## config.mk

```make
export PLATFORM = sky130hd
export DESIGN_NAME = frame_writer
export DESIGN_NICKNAME = d
export VERILOG_FILES = /design/src/rtl/frame_writer.sv
export SDC_FILE = /design/constraint.sdc
export NUM_CORES = 1
export LEC_CHECK = 0
export ABC_AREA = 1
export CORE_ASPECT_RATIO = 0.7
export CORE_UTILIZATION = 45
export CTS_BUF_LIST = sky130_fd_sc_hd__clkbuf_8
export CTS_CLUSTER_SIZE = 8
export DETAILED_ROUTE_END_ITERATION = 10
export PLACE_DENSITY = 0.68
export SETUP_SLACK_MARGIN = 0.3
export SLEW_MARGIN = 20
export SYNTH_ARGS = -nofsm -noshare
export SYNTH_HDL_FRONTEND = slang
export SYNTH_SLANG_ARGS = --single-unit
export TNS_END_PERCENT = 20
```

## constraint.sdc

```tcl
create_clock -name clk -period 5 [get_ports clk]
set_input_delay 1 -clock clk [delete_from_list [all_inputs] [get_ports clk]]
set_output_delay 1 -clock clk [all_outputs]
set_load 0.005 [all_outputs]
```

## src/rtl/frame_writer.sv

```systemverilog
`default_nettype none
// frame_writer: rectangle-fill / screen-clear write engine for the 640x480x8 frame buffer.
// Rev 1.0 - initial release.
module frame_writer #(
  parameter int H_RES  = 640,
  parameter int V_RES  = 480,
  parameter int ADDR_W = 19,
  parameter int DATA_W = 8
) (
  input  logic              clk,
  input  logic              reset,
  input  logic [1:0]        cmd_sig,
  input  logic [31:0]       cmd_pos,
  input  logic [31:0]       cmd_size,
  input  logic [31:0]       cmd_ctrl,
  output logic [1:0]        sts_sig,
  output logic [ADDR_W-1:0] frame_wrAddress,
  output logic [DATA_W-1:0] frame_input,
  output logic              frame_we
);

  typedef enum logic [1:0] {
    IDLE  = 2'd0,
    SETUP = 2'd1,
    DRAW  = 2'd2,
    DONE  = 2'd3
  } state_t;

  localparam int              RB_W      = 21;
  localparam logic [10:0]     H_LIM     = 11'(H_RES);
  localparam logic [10:0]     V_LIM     = 11'(V_RES);
  localparam logic [RB_W-1:0] LINE_STEP = RB_W'(H_RES);

  state_t          state_q;
  logic [9:0]      x_q, y_q, w_q, h_q, col_q, row_q;
  logic [7:0]      colour_q;
  logic [1:0]      op_q;
  logic [RB_W-1:0] rowbase_q;

  logic [9:0]      col_d, row_d;
  logic [RB_W-1:0] rowbase_d, addr_d;
  logic [10:0]     px_d, py_d;
  logic            we_d, last_col, last_px;
  logic            unused_bits;

  assign unused_bits = ^{cmd_pos[31:26], cmd_pos[15:10], cmd_size[31:26],
                         cmd_size[15:10], cmd_ctrl[31:10]};

  // Outputs are registered one pixel ahead: SETUP loads pixel 0, DRAW loads the next one.
  always_comb begin
    last_col  = (col_q == w_q - 10'd1);
    last_px   = last_col && (row_q == h_q - 10'd1);
    col_d     = 10'd0;
    row_d     = 10'd0;
    rowbase_d = ({11'd0, y_q} << 9) + ({11'd0, y_q} << 7);
    if (state_q == DRAW) begin
      col_d     = last_col ? 10'd0 : col_q + 10'd1;
      row_d     = last_col ? row_q + 10'd1 : row_q;
      rowbase_d = last_col ? rowbase_q + LINE_STEP : rowbase_q;
    end
    px_d   = {1'b0, x_q} + {1'b0, col_d};
    py_d   = {1'b0, y_q} + {1'b0, row_d};
    we_d   = (px_d < H_LIM) && (py_d < V_LIM);
    addr_d = rowbase_d + {{(RB_W-11){1'b0}}, px_d};
  end

  always_ff @(posedge clk or posedge reset) begin
    if (reset) begin
      state_q         <= IDLE;
      sts_sig         <= 2'b00;
      frame_we        <= 1'b0;
      frame_wrAddress <= '0;
      frame_input     <= '0;
      x_q             <= '0;
      y_q             <= '0;
      w_q             <= '0;
      h_q             <= '0;
      col_q           <= '0;
      row_q           <= '0;
      colour_q        <= '0;
      op_q            <= '0;
      rowbase_q       <= '0;
    end else begin
      case (state_q)
        IDLE: begin
          frame_we <= 1'b0;
          if (cmd_sig == 2'b01) begin
            op_q     <= cmd_ctrl[9:8];
            colour_q <= cmd_ctrl[7:0];
            if (cmd_ctrl[9:8] == 2'b01) begin
              x_q <= '0;
              y_q <= '0;
              w_q <= 10'(H_RES);
              h_q <= 10'(V_RES);
            end else begin
              x_q <= cmd_pos[9:0];
              y_q <= cmd_pos[25:16];
              w_q <= cmd_size[9:0];
              h_q <= cmd_size[25:16];
            end
            state_q <= SETUP;
            sts_sig <= 2'b01;
          end
        end
        SETUP: begin
          if (w_q == 10'd0 || h_q == 10'd0 || op_q[1]) begin
            state_q  <= DONE;
            sts_sig  <= 2'b10;
            frame_we <= 1'b0;
          end else begin
            state_q         <= DRAW;
            col_q           <= col_d;
            row_q           <= row_d;
            rowbase_q       <= rowbase_d;
            frame_we        <= we_d;
            frame_wrAddress <= addr_d[ADDR_W-1:0];
            frame_input     <= DATA_W'(colour_q);
          end
        end
        DRAW: begin
          // The pixel already on the outputs is written at this edge, abort or not.
          if (last_px || cmd_sig == 2'b11) begin
            state_q  <= DONE;
            sts_sig  <= 2'b10;
            frame_we <= 1'b0;
          end else begin
            col_q           <= col_d;
            row_q           <= row_d;
            rowbase_q       <= rowbase_d;
            frame_we        <= we_d;
            frame_wrAddress <= addr_d[ADDR_W-1:0];
          end
        end
        DONE: begin
          frame_we <= 1'b0;
          if (cmd_sig[0] == 1'b0) begin
            state_q <= IDLE;
            sts_sig <= 2'b00;
          end
        end
        default: state_q <= IDLE;
      endcase
    end
  end

endmodule
`default_nettype wire
```

-- Word-level counts from Yosys, hierarchy flattened
Index checks and enable logic that the tools add are counted.
- reduce and logical (&&, ||, !) cells: 15
- add/subtract/negate cells: 9
- multiplexer cells: 33
- bitwise logic cells: 1
- order comparisons: 2
- equality and inequality tests: 14
- operators by type and width (kind ; count):
    $mux 10 ; 12
    $mux 21 ; 4
    $pmux 21 s2 ; 1
    $pmux 10 s2 ; 2
    $mux 19 ; 2
    $pmux 19 s2 ; 1
    $add 10x10->11 ; 2
    $add 21x10->21 const B ; 1
    $add 10x1->10 const B ; 2
    $add 19x17->20 ; 1
    $eq 10x10->1 ; 2
    $logic_not 10->1 ; 2
    $sub 10x1->10 const B ; 2
    $add 19x11->19 ; 1
    $pmux 2 s4 ; 2
    $lt 11x10->1 const B ; 1
    $lt 11x9->1 const B ; 1
    $mux 2 ; 5
    $ne 2x2->1 const B ; 5
    $eq 2x1->1 const B ; 3
    $eq 2x2->1 const B ; 3
    $reduce_and 3->1 ; 2
    $reduce_and 2->1 ; 2
    $reduce_and 4->1 ; 1
    other kinds (9) ; 14
- register bits after elaboration: 123
- output and inout bits: 30
- input bits: 100

-- Depth between registers and ports, before layout
- depth after elaboration: 9
- depth in mapped cells: 39

-- Worst setup path before layout
OpenSTA, ideal clock, no wires.
- kind: register -> register
- from: register w_q[1]
- to: register frame_wrAddress[18]
- data required time: 4.880 ns
- setup slack: 0.454 ns
- clock period less this slack: 4.546 ns
- setup time: 0.120 ns
- arrival: 4.425 ns
- cell stages (with the launch flop): 34
- buffers on the path: 0
- path through: dfrtp_1 -> inv_1 -> ha_1 -> nand2_1 -> nor2_2 -> nand2_2 -> nor2_4 -> nor2_4 -> inv_2 -> nand2_1 -> nor2_1 -> nand2_1 -> nand2_1 -> nor2_1 -> ha_1 -> fa_1 -> nand4_1 -> and3_1 -> o21ai_0 -> a21o_1 -> xor2_1 -> inv_1 -> ha_1 -> nand2_1 -> nor2_1 -> nand3_1 -> o2111ai_1 -> nand2_1 -> nand2_1 -> nand2_1 -> nor2_2 -> nand3_2 -> o21ai_1 -> nand2_1
- cells in the longest elaborated chain, start to end: 8
- elaborated cells on any way between the ends: 19
- those cells by class: add/sub (3); eq/ne (3); mux (7); reduce/logical (6)
- ends and longest elaborated chain (item ; line ; RTL):
    from (decl) ; 35 ; logic [9:0] x_q, y_q, w_q, h_q, col_q, row_q;
    from (signal assigned) ; 93 ; w_q <= 10'(H_RES);
    from (signal assigned) ; 98 ; w_q <= cmd_size[9:0];
    $sub 10x1->10 * ; 51 ; last_col = (col_q == w_q - 10'd1);
    $eq 10x10->1 * ; 51 ;
    $mux 10 * ; 57 ; col_d = last_col ? 10'd0 : col_q + 10'd1;
    $mux 10 * ; 56 ; if (state_q == DRAW) begin
    named net col_d[0] ; 40 ; logic [9:0] col_d, row_d;
    $add 10x10->11 * ; 61 ; px_d = {1'b0, x_q} + {1'b0, col_d};
    $add 19x11->19 * ; 64 ; addr_d = rowbase_d + {{(RB_W-11){1'b0}}, px_d};
    $mux 19 (on tied branches) ; 122, 106 ;
    $pmux 19 s2 * ; 84 ; case (state_q)
    to (signal assigned) ; 116 ; frame_wrAddress <= addr_d[ADDR_W-1:0];
    to (signal assigned) ; 131 ; frame_wrAddress <= addr_d[ADDR_W-1:0];
    to (decl) ; 17 ; output logic [ADDR_W-1:0] frame_wrAddress,
The timed path passes the listed nets; every way through them passes the cells marked *. The select of a mux whose other input is x is not followed.
A chain may end at the register's enable or synchronous reset.

-- Worst setup path after layout
- from: register w_q[1]
- to: register frame_wrAddress[16]
The elaborated chain is that of the path after synthesis.

==> flow_results.xml <==
<?xml version="1.0" encoding="UTF-8"?>
<metrics>
  <group name="hold_path">
    <metric name="worstHoldPathCells" unit="">2</metric>
    <metric name="worstHoldPathType" unit="">flip-flop to flip-flop</metric>
    <metric name="hold_path.startpoint" unit="">rowbase_q[3]</metric>
  </group>
  <group name="routing">
    <metric name="dr.pass1.iters" unit="">8</metric>
    <metric name="post_drt_wl_per_cell" unit="µm">13.91</metric>
    <metric name="route.detailed.vias_per_inst" unit="">5.133</metric>
    <metric name="ant_nets" unit="">0</metric>
    <metric name="violation_count_after_the_first_detailed_routing_iteration" unit="">513</metric>
    <metric name="remaining_drc_errors" unit="">4</metric>
    <metric name="routed_wirelength" unit="µm">20990</metric>
    <metric name="route.vias.total" unit="">7745</metric>
  </group>
  <group name="timing">
    <metric name="period_minus_slack" unit="ps">4571</metric>
    <metric name="timing.fmax" unit="GHz">0.2188</metric>
    <metric name="timing.max_slew.rel_slack" unit="">0.3346</metric>
    <metric name="final_hold_viol_count" unit="">0</metric>
    <metric name="worst-slew-pin-transition" unit="ps">997.0</metric>
    <metric name="finalCritPeriodShare" unit="">0.9142</metric>
    <metric name="rsz0062_at_grt" unit="">true</metric>
    <metric name="finalSetupTns" unit="ps">0</metric>
    <metric name="report.final.setup_viol" unit="">0</metric>
    <metric name="fin_worst_skew" unit="ps">9.431</metric>
    <metric name="report.final.slew_viol_count" unit="">0</metric>
  </group>
  <group name="finish">
    <metric name="final_layout_size_suffix_gt1_frac" unit="">0.1249</metric>
    <metric name="insertedDiodeCount" unit="">0</metric>
    <metric name="final_util" unit="">0.5712</metric>
    <metric name="instances_no_fill" unit="">1509</metric>
    <metric name="p_r_area_growth_vs_syn" unit="%">22.94</metric>
    <metric name="design.final.nets" unit="">1410</metric>
  </group>
  <group name="die">
    <metric name="floorplan.rows" unit="">41</metric>
    <metric name="die_height" unit="µm">116.6</metric>
    <metric name="starting_density" unit="">0.4647</metric>
    <metric name="fp.dieW" unit="µm">165.7</metric>
    <metric name="coreArea" unit="mm²">0.01816</metric>
    <metric name="die_area" unit="mm²">0.01931</metric>
    <metric name="design.portCount" unit="">130</metric>
  </group>
  <group name="cts">
    <metric name="clk_pin_slew_worst_paths" unit="ps">70</metric>
    <metric name="cts_tree" unit="">yes</metric>
    <metric name="post_cts_hold_fix_bufs" unit="">0</metric>
    <metric name="cts-buffers-inserted" unit="">17</metric>
    <metric name="cts_buffer_depth" unit="">2</metric>
    <metric name="cts_root_buf" unit="">clkbuf_8</metric>
    <metric name="worstSkewPairLatency" unit="ps">450</metric>
    <metric name="clock_tree.htree_level_count" unit="">4</metric>
    <metric name="cts_sinks" unit="">120</metric>
  </group>
  <group name="pwr">
    <metric name="power.leakage" unit="nW">4.982</metric>
    <metric name="largest_voltage_drop_on_the_vdd_net" unit="V">0.0003565</metric>
    <metric name="power" unit="mW">6.735</metric>
    <metric name="power_per_cell_area" unit="mW/mm²">649.3</metric>
  </group>
  <group name="setup_path">
    <metric name="critical-path-slowest-cell" unit="">fa_2</metric>
    <metric name="reg2regPathDepth" unit="">33</metric>
    <metric name="arrival" unit="ps">4960</metric>
    <metric name="launching_element_type_of_the_critical_path" unit="">flip-flop</metric>
    <metric name="critical_path_required" unit="ps">5390</metric>
    <metric name="critical_path_peak_fanout" unit="">6</metric>
    <metric name="critical_path_launch_point" unit="">w_q[1]</metric>
    <metric name="setup.worst_path.class" unit="">flip-flop to flip-flop</metric>
    <metric name="timing.critical_path.slowest_cell_delay" unit="ps">390</metric>
    <metric name="r2r_start" unit="">w_q[1]</metric>
    <metric name="timing.critical_path.to_type" unit="">flip-flop</metric>
  </group>
  <group name="flow_run">
    <metric name="max_cap_viol_count" unit="">0</metric>
  </group>
  <group name="placed_design">
    <metric name="detailed_place_hpwl" unit="µm">14940</metric>
    <metric name="rd_place_congestion" unit="">0.8873</metric>
    <metric name="port-buffer-count" unit="">83</metric>
    <metric name="placed_cells_incl_taps" unit="">1465</metric>
  </group>
  <group name="grt">
    <metric name="grt_pass1_vias" unit="">7083</metric>
    <metric name="global_route_wire_length_before_repair" unit="µm">34620</metric>
    <metric name="maximum_number_of_pins_on_one_net_before_global_route_repair" unit="">104</metric>
    <metric name="global_route.usage.total" unit="">0.2255</metric>
    <metric name="antenna_found_initial" unit="">0</metric>
    <metric name="grt.overflow.total" unit="">0</metric>
  </group>
  <group name="synth">
    <metric name="synth_cell_type_count" unit="">50</metric>
    <metric name="synth-warning-count" unit="">0</metric>
    <metric name="syn-num-nets" unit="">1315</metric>
    <metric name="postSynthCellCount" unit="">1165</metric>
    <metric name="postSynthRegisterBits" unit="">120</metric>
    <metric name="synth_enable_flop_cells" unit="">0</metric>
    <metric name="synth_seq_area_share" unit="">0.3559</metric>
    <metric name="post_synth.cell_area_avg" unit="µm²">7.243</metric>
    <metric name="synth-async-reset-ratio" unit="">1.000</metric>
    <metric name="synth_flop_cell" unit="">dfrtp_1</metric>
    <metric name="syn_area" unit="mm²">0.008438</metric>
  </group>
  <group name="status">
    <metric name="failed_checks" unit="">DRC</metric>
    <metric name="outcome" unit="">finished, violations left</metric>
  </group>
</metrics>
==> metal layers <==
layer / vias to the layer above / track usage / part of all wire
met5: - / 0 / 0
met2: 183 / 0.3517 / 0.42
met4: 0 / 0.06791 / 0.013
met3: 24 / 0.06066 / 0.064
met1: 3549 / 0.3078 / 0.50
li1: 3989 / - / -
==> cell usage after synthesis, types with 9 or more instances <==
cell      count  area [µm²]
o21ai_1      21       105.1
nand3_1      45       225.2
inv_1       127       476.7
o21ai_0     147       735.7
xor2_1       40       350.3
xnor2_1      18       157.7
ha_1         47       588.1
nand2_1     334        1254
nor2_2       11       68.82
dfrtp_1     120        3003
clkbuf_1     24       90.09
nand4_1      13       81.33
nand2_2       9       56.30
a21oi_1      48       240.2
nor2_1       68       255.2
nor3_1       15       75.07
==> state kept, by name, summed over array words and instances, names as in the netlist <==
signal           flops
w_q                 10
frame_wrAddress     19
y_q                 10
sts_sig              2
colour_q             8
x_q                 10
col_q               10
op_q                 1
h_q                 10
rowbase_q           19
state_q              2
frame_input          8
frame_we             1
row_q               10
==> path summary, 6_finish.rpt <==
kind / slack (ps) / endpoint
worst min-delay path: 470 / rowbase_q[3]
min in group asynchronous: 820 / frame_input[2]
worst min register to register: 470 / rowbase_q[3]
worst max register to register: 430 / frame_wrAddress[16]
max in group asynchronous: 3340 / rowbase_q[16]
worst max-delay path: 430 / frame_wrAddress[16]
==> power by group <==
part           internal, mW  switching [mW]
sequential             1.36           0.365
clock                 0.769           0.429
combinational          1.54            2.27
==> worst max-delay path: cells and delay by family (launching register included) <==
| kind | cells | cell delay, ps |
|---|---|---|
| simple gates | 22 | 2240 |
| fa+ha+maj | 4 | 1130 |
| compound gates | 4 | 450 |
| flops | 1 | 380 |
| buf+inv | 2 | 150 |
| xor+xnor | 1 | 140 |
==> layout make-up <==
type                       instances  area (µm²)
fill                            1690        7786
multi-input combinational        873        4952
sequential                       120        3008
timing repair buffer             113        1072
inverter                         135       511.7
tap                              236       295.3
clock inverter                    13       272.8
clock buffer                      19       261.5
==> cells by family after synthesis <==
group	count (synthesis)	synth area share
AO/OA/AOI/OAI	241	0.1521
AND/OR/NAND/NOR	522	0.2690
multiplexers	2	0.002669
XOR/XNOR	58	0.06020
flip-flops	120	0.3559
buffers and inverters	172	0.08333
adder cells (fa/ha/maj)	50	0.07681
==> stage by stage <==
| stage | worst slack, ps | instance area (µm²) | hold WS, ps |
|---|---|---|---|
| CTS | 339.3 | 10100 | 470.5 |
| detailed placement | 59.04 | 9524 | 452.4 |
| floorplan | 454.3 | 8438 | 436.0 |
| global placement | 201.0 | 9524 | 447.8 |
| finish | 428.8 | 10370 | 471.0 |
| global route | 101.9 | 10370 | 489.6 |
==> layout by cell type (no fill, tap or decap), drive strengths merged, types with 3 or more instances in the layout <==
cell,synthesis,layout
fa,3,3
nand4,13,13
nand3,49,49
a21oi,50,50
buf,12,30
clkbuf,25,19
nor4,4,4
nand2,343,343
dfrtp,120,120
or2,3,3
o2111ai,3,3
o21ai,172,172
inv,133,134
bufinv,0,8
nor2,87,87
nor3,16,16
xor2,40,40
clkinv,2,4
xnor2,18,18
clkdlybuf4s50,0,83
ha,47,47
==> what timing repair did <==
item,in CTS,in global routing
pin swaps,0,36
setup buffers,1,11
gates resized for setup,8,48
endpoints found under the setup margin,7,9
Note: power is estimated with default switching activity, not from simulation.
==> RTL change 1, RTL diff (config.mk and constraints unchanged) <==
Register the output `frame_input` once more; this adds one clock of latency there. The other outputs are not delayed to match.
--- a/src/rtl/frame_writer.sv
+++ b/src/rtl/frame_writer.sv
@@ -31,4 +31,6 @@
   localparam logic [10:0]     V_LIM     = 11'(V_RES);
   localparam logic [RB_W-1:0] LINE_STEP = RB_W'(H_RES);
+
+  logic [DATA_W-1:0] frame_input_s0;
 
   state_t          state_q;
@@ -71,5 +73,5 @@
       frame_we        <= 1'b0;
       frame_wrAddress <= '0;
-      frame_input     <= '0;
+      frame_input_s0  <= '0;
       x_q             <= '0;
       y_q             <= '0;
@@ -115,5 +117,5 @@
             frame_we        <= we_d;
             frame_wrAddress <= addr_d[ADDR_W-1:0];
-            frame_input     <= DATA_W'(colour_q);
+            frame_input_s0  <= DATA_W'(colour_q);
           end
         end
@@ -144,4 +146,8 @@
   end
 
+  always_ff @(posedge clk) begin
+    frame_input <= frame_input_s0;
+  end
+
 endmodule
 `default_nettype wire
Formal check against the unedited RTL: not equivalent (a bounded check fails within 4 cycles, from zero or initial values and one cycle with reset high).
==> RTL change 1 against the original RTL <==
Cell area fell by 2.7%; count of clock-buffer cells in the layout unchanged; synthesized cell count is 6.3% lower; first-iteration DRC count is 0.78% higher; routed wire length fell by 5.2%; synthesized area shrank 2.3%; critical path depth is 2 higher; sequential cell count increased by 8; worst setup slack gained 0.051 ns; clock power decreased by 15%; power fell by 12%; critical endpoint is now frame_wrAddress[17]$_DFFE_PP0P_; largest power group unchanged; highest routed layer unchanged.
==> RTL change 1: results (changes against the original RTL) <==
run status = finished, final reports clean
Slowest-stage cell, CP = dfrtp_1
bufs w/o clock = 110 (-2.7%)
sequential fraction of the synthesis area = 0.384 (+0.0277)
footprint of the multi-input gates = 4690 um^2 (-5.4%)
worst hold slack = 0.371 ns (-0.0998 ns)
HPWL Detailed = 13.9 mm (-6.7%)
met3 usage = 0.0437 (-0.0170)
inverters = 118 (-13%)
Clock Buffer Count = 19 (unchanged)
synthesized area per cell = 7.55 um^2 (+4.2%)
met1 WL = 10.1 mm (-4.2%)
Nets = 1336 (-5.2%)
fin util = 0.562 (-0.00901)
P_int = 3.28 mW (-11%)
global placer's final weighted congestion = 0.875 (-1.4%)
Async SR Flop Fraction = 0.938 (-0.0625)
f_max = 221 MHz (+1.1%)
largest net degree at the start of global routing = 77 (-26%)
initial antenna violation count = 2 (+2)
leakage power = 4.85 nW (-2.7%)
non-clock buffer share of cell area = 0.104 (+0.000502)
vias per cell = 5.10 (-0.60%)
Seq area share = 0.313 (+0.0235)
Placement Setup Slack = 0.189 ns (+0.130 ns)
Multi-In Gates = 811 (-7.1%)
Worst Hold End = frame_input[0]$_DFF_P_
ranking of synthesized cells by area = dfrtp_1 (36%), nand2_1 (14%), o21ai_0 (7.5%)
1st-iter DRT viols = 517 (+0.78%)
maximum net fanout on the critical path = 4 (-2)
Max-Slew Margin vs Limit = 0.379 (+0.0442)
TritonRoute pass-1 iters = 5 (-3)
Met2 Wirelength = 8.65 mm (-2.5%)
internal reg-to-reg setup slack = 0.48 ns (+0.05 ns)
most frequent cells after synthesis = nand2_1 (301), o21ai_0 (123), dfrtp_1 (120), inv_1 (110), nor2_1 (72)
Syn Nets = 1242 (-5.6%)
hold wc startpoint = frame_input_s0[0]$_DFFE_PP0P_
metal3 WL = 1.06 mm (-20%)
# diodes = 1 (+1)
Clock Skew = 0.00910 ns (-0.000328 ns)
Filler cells = 1709 (+1.1%)
vias in the first global route = 6542 (-7.6%)
global-route wire length before repair = 32.3 mm (-6.6%)
met1 usage = 0.324 (+0.0158)
CP Capture Point = frame_wrAddress[17]$_DFFE_PP0P_
GRT Overall Usage = 0.218 (-0.00702)
clock network area share = 0.0442 (-0.00725)
Cells after DPL = 1384 (-5.5%)
dpl cell area = 9270 um^2 (-2.7%)
Synth cell types = 52 (+4.0%)
seq_cells = 128 (+6.7%)
Layout Cells excl Fill = 1436 (-4.8%)
DRT Wirelength = 19.9 mm (-5.2%)
Worst setup startpoint = w_q[0]$_DFFE_PP0P_
detailed-route DRC error count = 0 (-4)
met2 Usage GRT = 0.327 (-0.0246)
WHS Path Cells = 0 (-2)
## RTL change 1: cells by family after synthesis
kind of cell / count (synthesis) / share of synthesized area
and+or+nand+nor: 472 / 0.244
DFF: 128 / 0.384
muxes: 7 / 0.00956
adders and majority gates: 50 / 0.0786
buffers and inverters: 153 / 0.0762
AOI/OAI and AO/OA: 226 / 0.146
xor gates and xnor gates: 56 / 0.0618
## RTL change 1: power groups by stage
| stage | sequential [mW] | combinational, mW | clock (mW) |
|---|---|---|---|
| final | 1.74 | 3.18 | 1.02 |
| after global routing | 1.79 | 3.60 | 1.08 |
| after CTS | 1.74 | 2.95 | 1.04 |
| after detailed placement | 1.76 | 2.90 | 0 |
| after global placement | 1.75 | 2.85 | 0 |
| after floorplan | 1.68 | 2.18 | 0 |
## RTL change 1: timing repair
| item | in CTS | in global routing |
|---|---|---|
| setup endpoints to repair | 7 | 8 |
| resized for setup | 7 | 49 |
| setup buffers | 1 | 18 |
| pin swaps | 1 | 36 |
==> RTL change 2, RTL diff (config.mk and constraints unchanged) <==
Without the edit above. Change the parameter `DATA_W` from 8 to 7.
--- a/src/rtl/frame_writer.sv
+++ b/src/rtl/frame_writer.sv
@@ -6,5 +6,5 @@
   parameter int V_RES  = 480,
   parameter int ADDR_W = 19,
-  parameter int DATA_W = 8
+  parameter int DATA_W = 7
 ) (
   input  logic              clk,
Interface: changed (resized frame_input); port bits go from 130 to 129. No check against the original RTL was run, so the function may have changed too.
==> RTL change 2 against the original RTL <==
Count of clock-buffer cells in the layout is 2 higher; synthesized area is 1.6% lower; routed wire length hardly changed; critical endpoint is now frame_wrAddress[18]$_DFFE_PP0P_; power is 12% lower; sequential cell count is 2 lower; cell area is 3.2% lower; via count is 0.59% lower; largest cell class unchanged; global-route usage is 0.66 points higher; largest power group unchanged; worst setup slack worse by 0.032 ns.
==> RTL change 2: results (changes against the original RTL) <==
global-route wire length before repair = 34.7 mm (+0.32%)
internal reg-to-reg setup slack = 0.40 ns (-0.03 ns)
Synth cell types = 49 (-2.0%)
synthesized instance count = 1168 (+0.26%)
Clock Skew = 0.0134 ns (+0.00396 ns)
Nets = 1405 (-0.35%)
global placer's final weighted congestion = 0.871 (-1.8%)
maximum vdd ir drop = 0.503 mV (+41%)
Syn Nets = 1318 (+0.23%)
Filler cells = 1762 (+4.3%)
1st-iter DRT viols = 412 (-20%)
leakage power = 4.82 nW (-3.3%)
Slowest-stage cell, CP = dfrtp_1
CP Capture Point = frame_wrAddress[18]$_DFFE_PP0P_
TritonRoute pass-1 iters = 5 (-3)
dpl cell area = 9400 um^2 (-1.3%)
Worst setup startpoint = w_q[0]$_DFFE_PP0P_
ranking of synthesized cells by area = dfrtp_1 (36%), nand2_1 (15%), o21ai_0 (8.9%)
Met2 Wirelength = 8.80 mm (-0.70%)
f_max = 217 MHz (-0.70%)
# diodes = 0 (unchanged)
GRT Overall Usage = 0.232 (+0.00661)
vias per cell = 5.13 (-0.13%)
sequential fraction of the synthesis area = 0.356 (about the same)
CTS root buffer = clkbuf_8
arrival time at the worst endpoint = 4.94 ns (-0.02 ns)
largest net degree at the start of global routing = 75 (-28%)
fin util = 0.556 (-0.0154)
metal3 WL = 1.01 mm (-24%)
DRT Wirelength = 21.0 mm (about the same)
run status = finished, final reports clean
worst hold slack = 0.470 ns (-0.000726 ns)
most frequent cells after synthesis = nand2_1 (337), o21ai_0 (147), inv_1 (137), dfrtp_1 (118), nor2_1 (71)
Register-to-Register Path Depth = 33 (unchanged)
post-CTS setup buffers = 4 (+3)
Max-Slew Margin vs Limit = 0.304 (-0.0304)
Cells after DPL = 1467 (+0.14%)
met1 usage = 0.336 (+0.0286)
hold wc startpoint = rowbase_q[3]$_DFFE_PP0P_
PostCTS Resize Cnt = 12 (+4)
layout cells sized above 1 = 0.118 (-0.00721)
Max Used Layer = met4
met1 WL = 11.0 mm (+4.6%)
Placement Setup Slack = 0.0766 ns (+0.0175 ns)
HPWL Detailed = 15.1 mm (+1.2%)
[RTL change 2: cells by family (layout without fill, tap and decap cells)]
kind of cell / after synthesis / after routing / share of synthesized area
buffers and inverters: 183 / 281 / 0.0850
XOR/XNOR: 44 / 44 / 0.0464
flip-flops: 118 / 118 / 0.356
adder cells (fa/ha/maj): 50 / 50 / 0.0781
multiplexers: 1 / 1 / 0.00136
AO/OA/AOI/OAI: 234 / 234 / 0.149
AND/OR/NAND/NOR: 538 / 538 / 0.285
[RTL change 2: layout make-up]
class | count | share of cell area
clock buffers | 21 | 0.0288
clock inverters | 9 | 0.00773
flip-flops and latches | 118 | 0.294
inverters | 150 | 0.0566
repair buffers | 101 | 0.0965
multi-input cells | 867 | 0.487
well taps | 236 | 0.0294
[RTL change 2: power by group]
| part | switching, mW | leakage (nW) | internal, mW |
|---|---|---|---|
| clock | 0.405 | 0.185 | 0.435 |
| combinational | 2.07 | 3.11 | 1.35 |
| sequential | 0.354 | 1.52 | 1.32 |
| total | 2.83 | 4.82 | 3.11 |
